### config.mk
export PLATFORM = sky130hd
export DESIGN_NAME = hall_sensor_emulator
export DESIGN_NICKNAME = d
export VERILOG_FILES = /design/src/rtl/hall_sensor_emulator.sv
export SDC_FILE = /design/constraint.sdc
export NUM_CORES = 1
export LEC_CHECK = 0
export ABC_AREA = 1
export ABC_CLOCK_PERIOD_IN_PS = 5700
export CORE_ASPECT_RATIO = 0.5
export CORE_MARGIN = 2
export CORE_UTILIZATION = 40
export CTS_CLUSTER_SIZE = 28
export DETAILED_ROUTE_END_ITERATION = 8
export PLACE_DENSITY = 0.58
export SLEW_MARGIN = 20
export SYNTH_ARGS = -nofsm -noshare
export SYNTH_HDL_FRONTEND = slang
export SYNTH_SLANG_ARGS = --single-unit
### constraint.sdc
create_clock -name clk -period 5.7 [get_ports clk]
set_clock_uncertainty 0.05 [all_clocks]
set_input_delay 0.855 -clock clk [delete_from_list [all_inputs] [get_ports clk]]
set_output_delay 0.855 -clock clk [all_outputs]
set_load 0.01 [all_outputs]
### src/rtl/hall_sensor_emulator.sv
// Three-phase Hall sensor waveform generator with fault injection and a
// signed electrical-step position counter, for sim and bring-up in place of a motor.
module hall_sensor_emulator #(
  parameter int unsigned PERIOD_WIDTH = 16,
  parameter int unsigned POS_WIDTH    = 16
) (
  input  logic                    clk,
  input  logic                    rst,
  input  logic                    en,
  input  logic                    dir,
  input  logic [PERIOD_WIDTH-1:0] period,
  input  logic [1:0]              fault,
  output logic [2:0]              h,
  output logic                    step,
  output logic [POS_WIDTH-1:0]    pos,
  output logic                    fault_active
);

  typedef enum logic [2:0] {
    IDX0 = 3'd0,
    IDX1 = 3'd1,
    IDX2 = 3'd2,
    IDX3 = 3'd3,
    IDX4 = 3'd4,
    IDX5 = 3'd5
  } idx_t;

  localparam logic [PERIOD_WIDTH-1:0] CNT_ONE = {{(PERIOD_WIDTH-1){1'b0}}, 1'b1};
  localparam logic [POS_WIDTH-1:0]    POS_ONE = {{(POS_WIDTH-1){1'b0}}, 1'b1};

  idx_t                    idx_q, idx_d;
  logic [PERIOD_WIDTH-1:0] cnt_q, cnt_d;
  logic [POS_WIDTH-1:0]    pos_d;
  logic                    step_d;
  logic [2:0]              h_d;
  logic                    fault_active_d;

  function automatic logic [2:0] hall_code(input idx_t i);
    case (i)
      IDX0:    hall_code = 3'b101;
      IDX1:    hall_code = 3'b100;
      IDX2:    hall_code = 3'b110;
      IDX3:    hall_code = 3'b010;
      IDX4:    hall_code = 3'b011;
      IDX5:    hall_code = 3'b001;
      default: hall_code = 3'b101;
    endcase
  endfunction

  function automatic idx_t idx_fwd(input idx_t i);
    case (i)
      IDX0:    idx_fwd = IDX1;
      IDX1:    idx_fwd = IDX2;
      IDX2:    idx_fwd = IDX3;
      IDX3:    idx_fwd = IDX4;
      IDX4:    idx_fwd = IDX5;
      default: idx_fwd = IDX0;
    endcase
  endfunction

  function automatic idx_t idx_rev(input idx_t i);
    case (i)
      IDX1:    idx_rev = IDX0;
      IDX2:    idx_rev = IDX1;
      IDX3:    idx_rev = IDX2;
      IDX4:    idx_rev = IDX3;
      IDX5:    idx_rev = IDX4;
      default: idx_rev = IDX5;
    endcase
  endfunction

  function automatic logic idx_legal(input idx_t i);
    case (i)
      IDX0, IDX1, IDX2, IDX3, IDX4, IDX5: idx_legal = 1'b1;
      default:                            idx_legal = 1'b0;
    endcase
  endfunction

  always_comb begin
    // An out-of-range idx is recovered to IDX0 on any edge, stepping or not.
    idx_d  = idx_legal(idx_q) ? idx_q : IDX0;
    cnt_d  = cnt_q;
    pos_d  = pos;
    step_d = 1'b0;

    if (en) begin
      if (period == '0) begin
        cnt_d = '0;
      end else if (cnt_q >= period - CNT_ONE) begin
        cnt_d  = '0;
        step_d = 1'b1;
        if (dir) begin
          idx_d = idx_legal(idx_q) ? idx_fwd(idx_q) : IDX0;
          pos_d = pos + POS_ONE;
        end else begin
          idx_d = idx_legal(idx_q) ? idx_rev(idx_q) : IDX0;
          pos_d = pos - POS_ONE;
        end
      end else begin
        cnt_d = cnt_q + CNT_ONE;
      end
    end

    fault_active_d = (fault == 2'b01) || (fault == 2'b10);
    case (fault)
      2'b01:   h_d = 3'b000;
      2'b10:   h_d = 3'b111;
      default: h_d = hall_code(idx_d);
    endcase
  end

  always_ff @(posedge clk) begin
    if (rst) begin
      idx_q        <= IDX0;
      cnt_q        <= '0;
      pos          <= '0;
      step         <= 1'b0;
      h            <= 3'b101;
      fault_active <= 1'b0;
    end else begin
      idx_q        <= idx_d;
      cnt_q        <= cnt_d;
      pos          <= pos_d;
      step         <= step_d;
      h            <= h_d;
      fault_active <= fault_active_d;
    end
  end

endmodule

# [Word level (Yosys, flattened, before mapping)]
# Index checks and enable logic that the tools add are counted.
[totals] in_bits=22 register_bits=40 out_inout_bits=21 word_cells=55
[classes] n_reduce_logical=6 bitwise=2 eq_ne=12 order_cmp=1 mux=24 n_addsub=4
[op_table] cell="2-to-1 mux 16 bit" n=3
[op_table] cell="one-hot mux 3 bit (5 select lines)" n=3
[op_table] cell="adder 16 x 1 -> 16 bit, second input constant" n=2
[op_table] cell="subtractor 16 x 1 -> 16 bit, second input constant" n=2
[op_table] cell="2-to-1 mux 3 bit" n=7
[op_table] cell="greater-or-equal comparator 16 bit" n=1
[op_table] cell="zero test 16 bit" n=1
[op_table] cell="equality test 3 x 2 -> 1 bit, second input constant" n=4
[op_table] cell="equality test 3 bit, second input constant" n=4
[op_table] cell="2-to-1 mux 1 bit" n=10
[op_table] cell="equality test 3 x 1 -> 1 bit, second input constant" n=2
[op_table] cell="one-hot mux 3 bit (2 select lines)" n=1
[op_table] cell="OR reduction 6 bit" n=1
[op_table] cell="zero test 3 bit" n=1
[op_table] cell="AND reduction 3 bit" n=1
[op_table] cell="OR reduction 3 bit" n=1
[op_table] cell="equality test 2 x 1 -> 1 bit, second input constant" n=1
[op_table] cell="equality test 2 bit, second input constant" n=1
[op_table] cell="NOT 1 bit" n=2
[op_table] cell="logical OR 1 bit" n=1

# [Longest topological paths before layout]
# Gate-level depths: netlist (run 1).
[depth] ltp_word=15 mapped_depth=22 depth_no_buf=22

# [Worst setup path after synthesis (run 1)]
# No wires, ideal clock.
[synth_timing] path_kind="in2reg" start="input period[0]" end="register h[0]" required_ns=5.533 setup_time_ns=0.117 setup_slack_ns=2.204 stages=21 arrival_ns=3.328 n_path_buf=1 path_cell_list="inv_1 -> ha_1 -> nand2_1 -> nor3_2 -> nand3_1 -> nor2_2 -> nand4_2 -> nor3_2 -> xor2_1 -> inv_1 -> ha_1 -> nand2_1 -> nor3_2 -> nand3_1 -> nand3_2 -> nand2_4 -> buf_4 -> o21ai_1 -> nand2_1 -> nand2_1 -> nand2_1"
[synth_between] elab_chain_len=8 word_cells_on_any_way=13 classes_between="add/sub (1); order compare (1); eq/ne (5); mux (5); reduce/logical (1)"
[synth_rtl] item="start, declared" line="11" rtl="input logic [PERIOD_WIDTH-1:0] period,"
[synth_rtl] item="subtractor 16 x 1 -> 16 bit" line="89" rtl="end else if (cnt_q >= period - CNT_ONE) begin"
[synth_rtl] item="greater-or-equal comparator 16 bit" line="89"
[synth_rtl] item="2-to-1 mux 3 bit" line="89"
[synth_rtl] item="2-to-1 mux 3 bit *" line="87" rtl="if (period == '0) begin"
[synth_rtl] item="2-to-1 mux 3 bit *" line="86" rtl="if (en) begin"
[synth_rtl] item="equality test 3 bit, or another cell as far along" line="39" rtl="case (i)"
[synth_rtl] item="one-hot mux 3 bit (5 select lines) *" line="39"
[synth_rtl] item="one-hot mux 3 bit (2 select lines) *" line="105" rtl="case (fault)"
[synth_rtl] item="end signal, assigned" line="118" rtl="h <= 3'b101;"
[synth_rtl] item="end signal, assigned" line="125" rtl="h <= h_d;"
[synth_rtl] item="end, declared" line="13" rtl="output logic [2:0] h,"
# Mark *: on every way between the ends. The rest lies on a longest branch, timed or not.
# A chain may end at the register's enable or synchronous reset.

# [Final worst setup path (run 1)]
[layout_timing] start="input period[0]" end="register pos[4]"
[layout_between] elab_chain_len=3 word_cells_on_any_way=5 classes_between="add/sub (1); order compare (1); bitwise (1); reduce/logical (2)"
[layout_rtl] item="subtractor 16 x 1 -> 16 bit / zero test 16 bit (equally long branches)" line="89, 87"
[layout_rtl] item="greater-or-equal comparator 16 bit / NOT 1 bit (equally long branches)"
[layout_rtl] item="AND reduction 3 bit (no line) *"
[layout_rtl] item="end signal, assigned" line="123" rtl="pos <= pos_d;"
[layout_rtl] item="end, declared" line="15" rtl="output logic [POS_WIDTH-1:0] pos,"
# Marks and branches as above.

==> results of run 1 <==
[logic make-up after synthesis]
logic type      Yosys count
compound gates           89
simple gates            221
fa+ha+maj                34
xor+xnor                 32
buf+inv                  72
flops                    40
[final timing paths]
kind / start / to / slack [ns] / cells past startpoint
hold reg to reg: pos[15]$_SDFFE_PP0P_ / pos[15]$_SDFFE_PP0P_ / 0.46 / 2
setup reg to reg: cnt_q[7]$_SDFFE_PP0P_ / pos[4]$_SDFFE_PP0P_ / 3.31 / 11
setup / recovery: period[0] / pos[4]$_SDFFE_PP0P_ / 1.36 / 20
hold / removal: pos[15]$_SDFFE_PP0P_ / pos[15]$_SDFFE_PP0P_ / 0.46 / 2
[power groups by stage]
stage | clock network, mW | logic (mW) | registers, mW
finish | 0.266 | 0.0922 | 0.285
global route | 0.289 | 0.106 | 0.286
CTS | 0.277 | 0.0933 | 0.285
detailed placement | 0 | 0.0927 | 0.292
global placement | 0 | 0.0930 | 0.291
floorplan | 0 | 0.0557 | 0.292
[layout by cell type, fill, tap and decap left out, types with 3 or more instances in the layout]
| cell | Yosys | layout |
|---|---|---|
| nand3_2 | 4 | 4 |
| inv_1 | 61 | 61 |
| nand2_1 | 108 | 108 |
| nand3_1 | 33 | 33 |
| o211ai_1 | 3 | 3 |
| ha_1 | 33 | 33 |
| inv_2 | 3 | 3 |
| nor2_2 | 5 | 5 |
| clkbuf_16 | 0 | 5 |
| o21ai_1 | 3 | 3 |
| a21oi_1 | 48 | 48 |
| nand4_1 | 9 | 9 |
| nor2_1 | 41 | 41 |
| xor2_1 | 21 | 21 |
| dfxtp_1 | 40 | 40 |
| nor3_1 | 5 | 5 |
| o21ai_0 | 25 | 25 |
| clkdlybuf4s50_1 | 0 | 42 |
| nor3_2 | 4 | 4 |
| xnor2_1 | 11 | 11 |
[metrics by stage]
stage                     util (%)  instance area [um2]  power, mW  hold WS (ns)  setup slack, ns
after floorplan                  -                 3310      0.348         0.424             2.20
after global placement        47.7                 3830      0.384         0.453             1.16
after detailed placement      47.7                 3830      0.384         0.450             1.05
after CTS                     49.4                 3960      0.655         0.458             1.34
after global routing          49.4                 3960      0.681         0.477            0.967
final                         49.4                 3960      0.644         0.456             1.36
[tightest hold or removal path, stage by stage (launching register included)]
cell and delay [ns]:
dfxtp_1 0.33, nand2_1 0.07, a21oi_1 0.05
[sequential cells by signal (all words and copies together) (netlist names)]
register      cells
pos              16
cnt_q            16
step              1
idx_q             3
h                 3
fault_active      1
[area by class of cell]
class                           count  area share [%]
Multi-Input combinational cell    376            56.0
Clock inverter                      1           0.126
Sequential cell                    40            20.2
Timing Repair Buffer               43            10.8
Inverter                           64            6.06
Clock buffer                        6            3.25
Tap cell                          112            3.54
[per-layer routing]
| layer | vias up | part of all wire [%] |
|---|---|---|
| li1 | 1694 | - |
| met1 | 1363 | 52 |
| met2 | 31 | 44 |
| met3 | 5 | 3.1 |
| met4 | 0 | 0.67 |
| met5 | - | 0 |
==> flow_summary.yaml, run 1 <==
logic_synthesis:
  synthXorXnorAreaFrac_pct: 8.46
  ys_top_cells_by_count: "nand2_1 (108), inv_1 (61), a21oi_1 (48)"
  avgSynthCellArea_um2: 6.79
  synth_top_family_by_area: "simple AND/OR/NAND/NOR gates"
  synth-edff-count: 0
  synth_async_sr_flop_share_pct: 0
  synth_seq_cells: 40
  syn-num-nets: 544
  ys_warn_count: 0
  syn_inst: 488
  synth_top_area_share_pct: 24.2
  synth_adder_area_share_pct: 13.1
  ys_types: 38
  synth_compound_area_share_pct: 14.4
  synthMuxAreaShare_pct: 0
  synth_area_leader_cell: "dfxtp_1"
  yosys.cell_count.top_type: "nand2_1"
  yosys.area_share.simple_pct: 31.1
  syn-cell-area_mm2: 0.00331
  synth_ff_type: "dfxtp_1"
  synthTopCellsByArea: "dfxtp_1 (24%), ha_1 (12%), nand2_1 (12%)"
  ys_seq_area_share_pct: 24.2
sta:
  period_minus_slack_ns: 4.34
  rsz0062_at_grt: "false"
  max_clock_freq_mhz: 231
  tightest_slew_ns: 0.667
  setup_tns_ns: 0
  max_slew_margin_pct: 55.5
  slew_violations: 0
  hold_violations: 0
  setup_viol: 0
  finalCritPeriodShare_pct: 76.1
worst_setup_path:
  cp.arrival_ns: 4.49
  critPathKind: "primary input to register"
  crit_path_start_kind: "primary input"
  crit_fanout: 22
  end_kind: "register"
  cp_cell_sequence: "clkdlybuf4s50_1 -> inv_1 -> ha_1 -> nand2_1 -> nor3_2 -> nand3_1 -> nor2_2 -> nand4_2 -> nor3_2 -> xor2_1 -> inv_1 -> ha_1 -> nand2_1 -> nor3_2 -> nand3_1 -> nand3_2 -> nand2_4 -> inv_1 -> nand2_1 -> o21ai_0"
  cpMaxStageDelayCell: "inv_1"
  critPathTopFamily: "simple AND/OR/NAND/NOR gates"
  crit_required_ns: 5.85
  cp_slowest_stage_delay_ns: 0.48
  cp_num_buf_inv: 4
hold_path:
  hold_path.class: "register to register"
finish:
  regArea_um2: 801
  fin_cells: 642
  final_layout_size_suffix_gt1_share_pct: 6.42
  layout.nets: 586
  fillerInstances: 820
  diodes: 0
  syn2layout_area_growth_pct: 19.6
  multi_input_area_mm2: 0.00222
clocking:
  numCtsBuffers: 5
  h-tree-depth: 2
  post_cts_buffers: 0
  cts_resized: 0
  clk_path_buf_depth: 2
  clk_latency_ns: 0.28
  cts_tree: "yes"
  clk_pin_slew_ns: 0.06
  cts_num_sinks: 40
  hold_buffers: 0
  root_buffer: "clkbuf_16"
die:
  coreArea_mm2: 0.00803
  die_h_um: 68.3
  start_util_pct: 41.2
  ios: 43
  die_area_mm2: 0.00907
  core.rowCount: 23
  dieWidth_um: 133
global_routing:
  grt_overflow: 0
  grt_pass1_vias: 2844
  antenna_found_initial: 0
  grt_use_met2_pct: 31.2
  grt_pass1_wl_um: 12800
  met1_usage_pct: 22.4
  grt_use_met3_pct: 3.11
  grt.total_usage_pct: 17.3
  grt_max_degree: 23
  busiest_layer: "met2"
power_and_ir_drop:
  max-vdd-ir-drop_uv: 95.7
  p_clk_share_pct: 41.4
  power.leakage_nw: 1.81
  switching_power_mw: 0.162
  internal-power_mw: 0.482
  p_per_area_mw_per_mm2: 162
  sequentialPowerShare_pct: 44.3
  power.share.switching_pct: 25.1
  comb_power_share_pct: 14.3
drt:
  drc: 0
  dr.pass1.iters: 4
  drtIter0Drc: 101
  postRouteAntennaNets: 0
  routed_wl_um: 7450
  vias: 3093
  drt-wirelength-per-cell_um: 11.6
  via_per_inst: 4.82
flow_run:
  maxCapViolCount: 0
placement:
  placement.io_buffers: 42
  place_inst: 635
  gp_congestion: 0.839
  dp.final_hpwl_um: 5680
outcome:
  status: "finished, final reports clean"
Power figures use the tool's default switching activity.
==> run 2, diff against run 1 <==
ABC_CLOCK_PERIOD_IN_PS = 4200   (was 5700)
clock period = 4.2 ns   (was 5.7 ns; I/O delays follow)
==> flow_summary.yaml, run 2 (synthesis results as in run 1) <==
clocking:
  numCtsBuffers: 5
  cts_num_sinks: 40
  clk_path_buf_depth: 2
  clk_latency_ns: 0.29
  cts_tree: "yes"
  h-tree-depth: 2
  post_cts_buffers: 0
  cts_resized: 0
  hold_buffers: 0
  clk_pin_slew_ns: 0.07
  root_buffer: "clkbuf_16"
worst_setup_path:
  end_kind: "register"
  crit_path_start_kind: "primary input"
  cp.arrival_ns: 3.89
  reg2reg_to: "pos[12]$_SDFFE_PP0P_"
  reg2reg_depth: 10
  r2r_slack_ns: 2.05
  critPathKind: "primary input to register"
  crit_required_ns: 4.32
  timing.rr.start: "cnt_q[11]$_SDFFE_PP0P_"
  crit_fanout: 15
finish:
  layout_common_cells: "nand2_1 (108), inv_1 (61), a21oi_1 (48), clkdlybuf4s50_1 (42), nor2_1 (41)"
  fillerInstances: 835
  regArea_um2: 801
  diodes: 0
  top_regs: "cnt_q (16), pos (16)"
  layout.nets: 589
  multi_input_area_mm2: 0.00222
  final_common_cell: "nand2_1"
  final_layout_size_suffix_gt1_share_pct: 7.30
  syn2layout_area_growth_pct: 21.7
  fin_cells: 646
placement:
  dp.final_hpwl_um: 5870
  gp_congestion: 0.846
  place_inst: 638
  placement.io_buffers: 42
global_routing:
  grt_pass1_vias: 2916
  grt_max_degree: 23
  grt_overflow: 0
  grt.total_usage_pct: 18.0
  grt_pass1_wl_um: 13100
  antenna_found_initial: 0
hold_path:
  holdPathStages: 2
  holdCritStartpoint: "pos[15]$_SDFFE_PP0P_"
  hold_path.class: "register to register"
  hold_end: "pos[15]$_SDFFE_PP0P_"
power_and_ir_drop:
  sequentialPowerShare_pct: 40.4
  max-vdd-ir-drop_uv: 124
  switching_power_mw: 0.238
  power.share.switching_pct: 24.8
  comb_power_share_pct: 13.3
  power.leakage_nw: 1.84
  power_mw: 0.957
  p_per_area_mw_per_mm2: 237
  p_clk_share_pct: 46.3
  internal-power_mw: 0.719
die:
  core.rowCount: 23
  die_h_um: 68.3
  start_util_pct: 41.2
  ios: 43
  coreArea_mm2: 0.00803
  die_area_mm2: 0.00907
  dieWidth_um: 133
sta:
  setup_viol: 0
  slew_violations: 0
  holdWs_ns: 0.455
  tightest_slew_ns: 0.648
  setup_tns_ns: 0
  finalCritPeriodShare_pct: 89.9
  max_slew_margin_pct: 56.7
  max_clock_freq_mhz: 265
  rsz0062_at_grt: "false"
  hold_violations: 0
  period_minus_slack_ns: 3.77
flow_run:
  maxCapViolCount: 0
drt:
  postRouteAntennaNets: 0
  dr_wl_met2_um: 3430
  vias: 3111
  wl_met1_um: 3980
  drc: 0
  via_per_inst: 4.82
  dr.pass1.iters: 4
  drt-wirelength-per-cell_um: 12.0
  routed_wl_um: 7730
  drtIter0Drc: 143
  top_layer: "met4"
  dr_wl_met3_um: 287
outcome:
  status: "finished, final reports clean"
## run 2: cell types whose count changed in the layout (fill, tap and decap cells not counted), sizes merged
cell	delta
buf	+3
clkinvlp	+1
clkbuf	-1
bufinv	+1
## run 2: worst max-delay path by stage
| stage | depth (start not counted) | startpoint | slack (ns) | to |
|---|---|---|---|---|
| 4_1_cts | 21 | period[0] | 0.39 | pos[11]$_SDFFE_PP0P_ |
| 3_5_place_dp | 21 | period[0] | 0.12 | pos[11]$_SDFFE_PP0P_ |
| 2_1_floorplan | 21 | period[0] | 0.93 | h[0]$_SDFF_PP1_ |
| 5_1_grt | 21 | period[0] | 0.05 | pos[2]$_SDFFE_PP0P_ |
| 3_3_place_gp | 21 | period[0] | 0.17 | pos[14]$_SDFFE_PP0P_ |
| 6_report | 21 | period[0] | 0.43 | pos[12]$_SDFFE_PP0P_ |
## run 2: area by class of cell
class	instances	area share (%)
Multi-Input combinational cell	376	55.1
Sequential cell	40	19.9
Timing Repair Buffer	46	11.5
Inverter	64	5.96
Tap cell	112	3.48
Clock buffer	5	3.10
Clock inverter	3	1.06
## run 2: metal layers
metal	track usage [%]	up-vias
li1	-	1703
met1	22.9	1359
met2	32.0	47
met3	3.70	2
met4	4.17	0
met5	0	-
## run 2: power by group through the flow
stage | combinational [mW] | clock (mW) | sequential, mW
after floorplan | 0.0755 | 0 | 0.397
after global placement | 0.128 | 0 | 0.396
after detailed placement | 0.129 | 0 | 0.396
after CTS | 0.129 | 0.457 | 0.387
after global routing | 0.144 | 0.482 | 0.387
final | 0.127 | 0.443 | 0.387
## run 2: stage by stage
step	util, %	setup WS, ns	instance area [um2]
floorplan	-	0.929	3310
global placement	48.1	0.168	3860
detailed placement	48.1	0.116	3860
CTS	50.2	0.394	4030
global route	50.2	0.0515	4030
finish	50.2	0.426	4030
## run 2: worst max-delay path: stages
cell and delay (ns):
clkdlybuf4s50_1 0.44, inv_1 0.11, ha_1 0.19, nand2_1 0.11, nor3_2 0.17, nand3_1 0.16
nor2_2 0.14, nand4_2 0.12, nor3_2 0.15, xor2_1 0.16, inv_1 0.06, ha_1 0.26
nand2_1 0.11, o21ai_0 0.09, a21oi_1 0.15, nand3_2 0.19, nand2_4 0.20, inv_1 0.09
buf_4 0.18, o21ai_0 0.15, a21oi_1 0.05
==> run 3, diff against run 2 <==
CORE_MARGIN = not set   (was 2)
==> flow_summary.yaml, run 3 (synthesis results as in run 1) <==
worst_setup_path:
  cp_slowest_stage_delay_ns: 0.43
  crit_path_start_kind: "primary input"
  cp.arrival_ns: 3.88
  critPathTopFamily: "simple AND/OR/NAND/NOR gates"
  crit_top_cell: "inv_1"
  critPathKind: "primary input to register"
  end_kind: "register"
  crit_fanout: 13
  crit_required_ns: 4.32
  cp_num_buf_inv: 5
  cpMaxStageDelayCell: "clkdlybuf4s50_1"
  cp_cell_sequence: "clkdlybuf4s50_1 -> inv_1 -> ha_1 -> nand2_1 -> nor3_2 -> nand3_1 -> nor2_2 -> nand4_2 -> nor3_2 -> xor2_1 -> inv_1 -> ha_1 -> nand2_1 -> o21ai_0 -> a21oi_1 -> nand3_2 -> nand2_4 -> inv_1 -> buf_4 -> o21ai_0 -> a21oi_1"
clocking:
  clk_latency_ns: 0.29
  hold_buffers: 0
  clk_path_buf_depth: 2
  numCtsBuffers: 5
  cts_tree: "yes"
  root_buffer: "clkbuf_16"
  h-tree-depth: 2
  cts_resized: 0
  cts_num_sinks: 40
  clk_pin_slew_ns: 0.05
finish:
  final_layout_size_suffix_gt1_share_pct: 7.82
  syn2layout_area_growth_pct: 21.8
  diodes: 0
  top_regs: "cnt_q (16), pos (16)"
  layout_common_cells: "nand2_1 (108), inv_1 (61), a21oi_1 (48), clkdlybuf4s50_1 (42), nor2_1 (41)"
  layout.nets: 593
  fillerInstances: 837
  final_common_cell: "nand2_1"
die:
  start_util_pct: 41.4
  core.rowCount: 23
  die_area_mm2: 0.00867
  die_h_um: 66.3
  dieWidth_um: 131
  ios: 43
  coreArea_mm2: 0.00800
sta:
  max_slew_margin_pct: 55.2
  max_clock_freq_mhz: 266
  setup_viol: 0
  setup_tns_ns: 0
  tightest_slew_ns: 0.672
  fin_ws_ns: 0.439
  slew_violations: 0
  hold_violations: 0
  period_minus_slack_ns: 3.76
  finalCritPeriodShare_pct: 89.6
power_and_ir_drop:
  power.leakage_nw: 1.85
  p_per_area_mw_per_mm2: 226
  max-vdd-ir-drop_uv: 117
drt:
  dr.pass1.iters: 5
  routed_wl_um: 7540
  drt-wirelength-per-cell_um: 11.6
  drc: 0
  drtIter0Drc: 102
  postRouteAntennaNets: 0
  via_per_inst: 4.84
  vias: 3141
placement:
  dp_slack_ns: 0.0794
  dp.final_hpwl_um: 5680
  placement.io_buffers: 42
  gp_congestion: 0.861
outcome:
  status: "finished, final reports clean"
global_routing:
  grt_use_met2_pct: 30.8
  grt_max_degree: 23
  met1_usage_pct: 24.8
  grt.total_usage_pct: 18.9
  grt_overflow: 0
  busiest_layer: "met2"
  grt_use_met3_pct: 3.64
  grt_pass1_vias: 2792
  antenna_found_initial: 0
  grt_pass1_wl_um: 12600
flow_run:
  maxCapViolCount: 0
hold_path:
  hold_path.class: "register to register"
## run 3: path summary, 6_finish.rpt
check	startpoint	slack, ns	depth (start not counted)	endpoint
max	period[0]	0.44	21	pos[10]$_SDFFE_PP0P_
min	cnt_q[15]$_SDFFE_PP0P_	0.46	2	cnt_q[15]$_SDFFE_PP0P_
max reg2reg	cnt_q[5]$_SDFFE_PP0P_	2.09	12	pos[10]$_SDFFE_PP0P_
min reg2reg	cnt_q[15]$_SDFFE_PP0P_	0.46	2	cnt_q[15]$_SDFFE_PP0P_
## run 3: power breakdown
part | internal, mW | leakage (nW) | switching, mW
registers | 0.384 | 0.323 | 0.00272
clock network | 0.249 | 0.0760 | 0.151
logic | 0.0546 | 1.45 | 0.0707
total | 0.688 | 1.85 | 0.225
## run 3: worst reg2reg max path, cell delays in order, from the launching register on
cell,delay (ns)
dfxtp_1,0.47
ha_1,0.29
a21oi_1,0.13
nor2_1,0.05
nor2_1,0.08
nand2_1,0.06
nand2_1,0.07
nand3_2,0.15
nand2_4,0.18
inv_1,0.08
buf_4,0.18
o21ai_0,0.15
a21oi_1,0.05
## run 3: repair_timing
item	CTS	global route
buffers inserted	0	4
setup endpoints to repair	0	3
hold endpoints to repair	0	0
## run 3: layout make-up
class | instances | area (um2) | area share (%)
sequential | 40 | 801 | 19.9
multi-input combinational | 376 | 2220 | 55.0
timing repair buffer | 50 | 480 | 11.9
clock buffer | 7 | 153 | 3.78
inverter | 64 | 240 | 5.96
tap | 112 | 140 | 3.47
## run 3: metrics by stage
stage                     hold slack, ns  cell area, um2  cells  util [%]  power, mW
after floorplan                    0.424            3310    488         -      0.472
final                              0.458            4030    649      50.4      0.913
after global placement             0.445            3850    638      48.1      0.522
after detailed placement           0.452            3850    638      48.1      0.521
after global routing               0.497            4030    649      50.4      0.963
after CTS                          0.464            4000    645      50.0      0.928
## run 3: layer usage
layer,up-vias,wire (um)
met4,0,96
li1,1711,-
met3,8,242
met1,1378,3920
met5,-,0
met2,44,3280
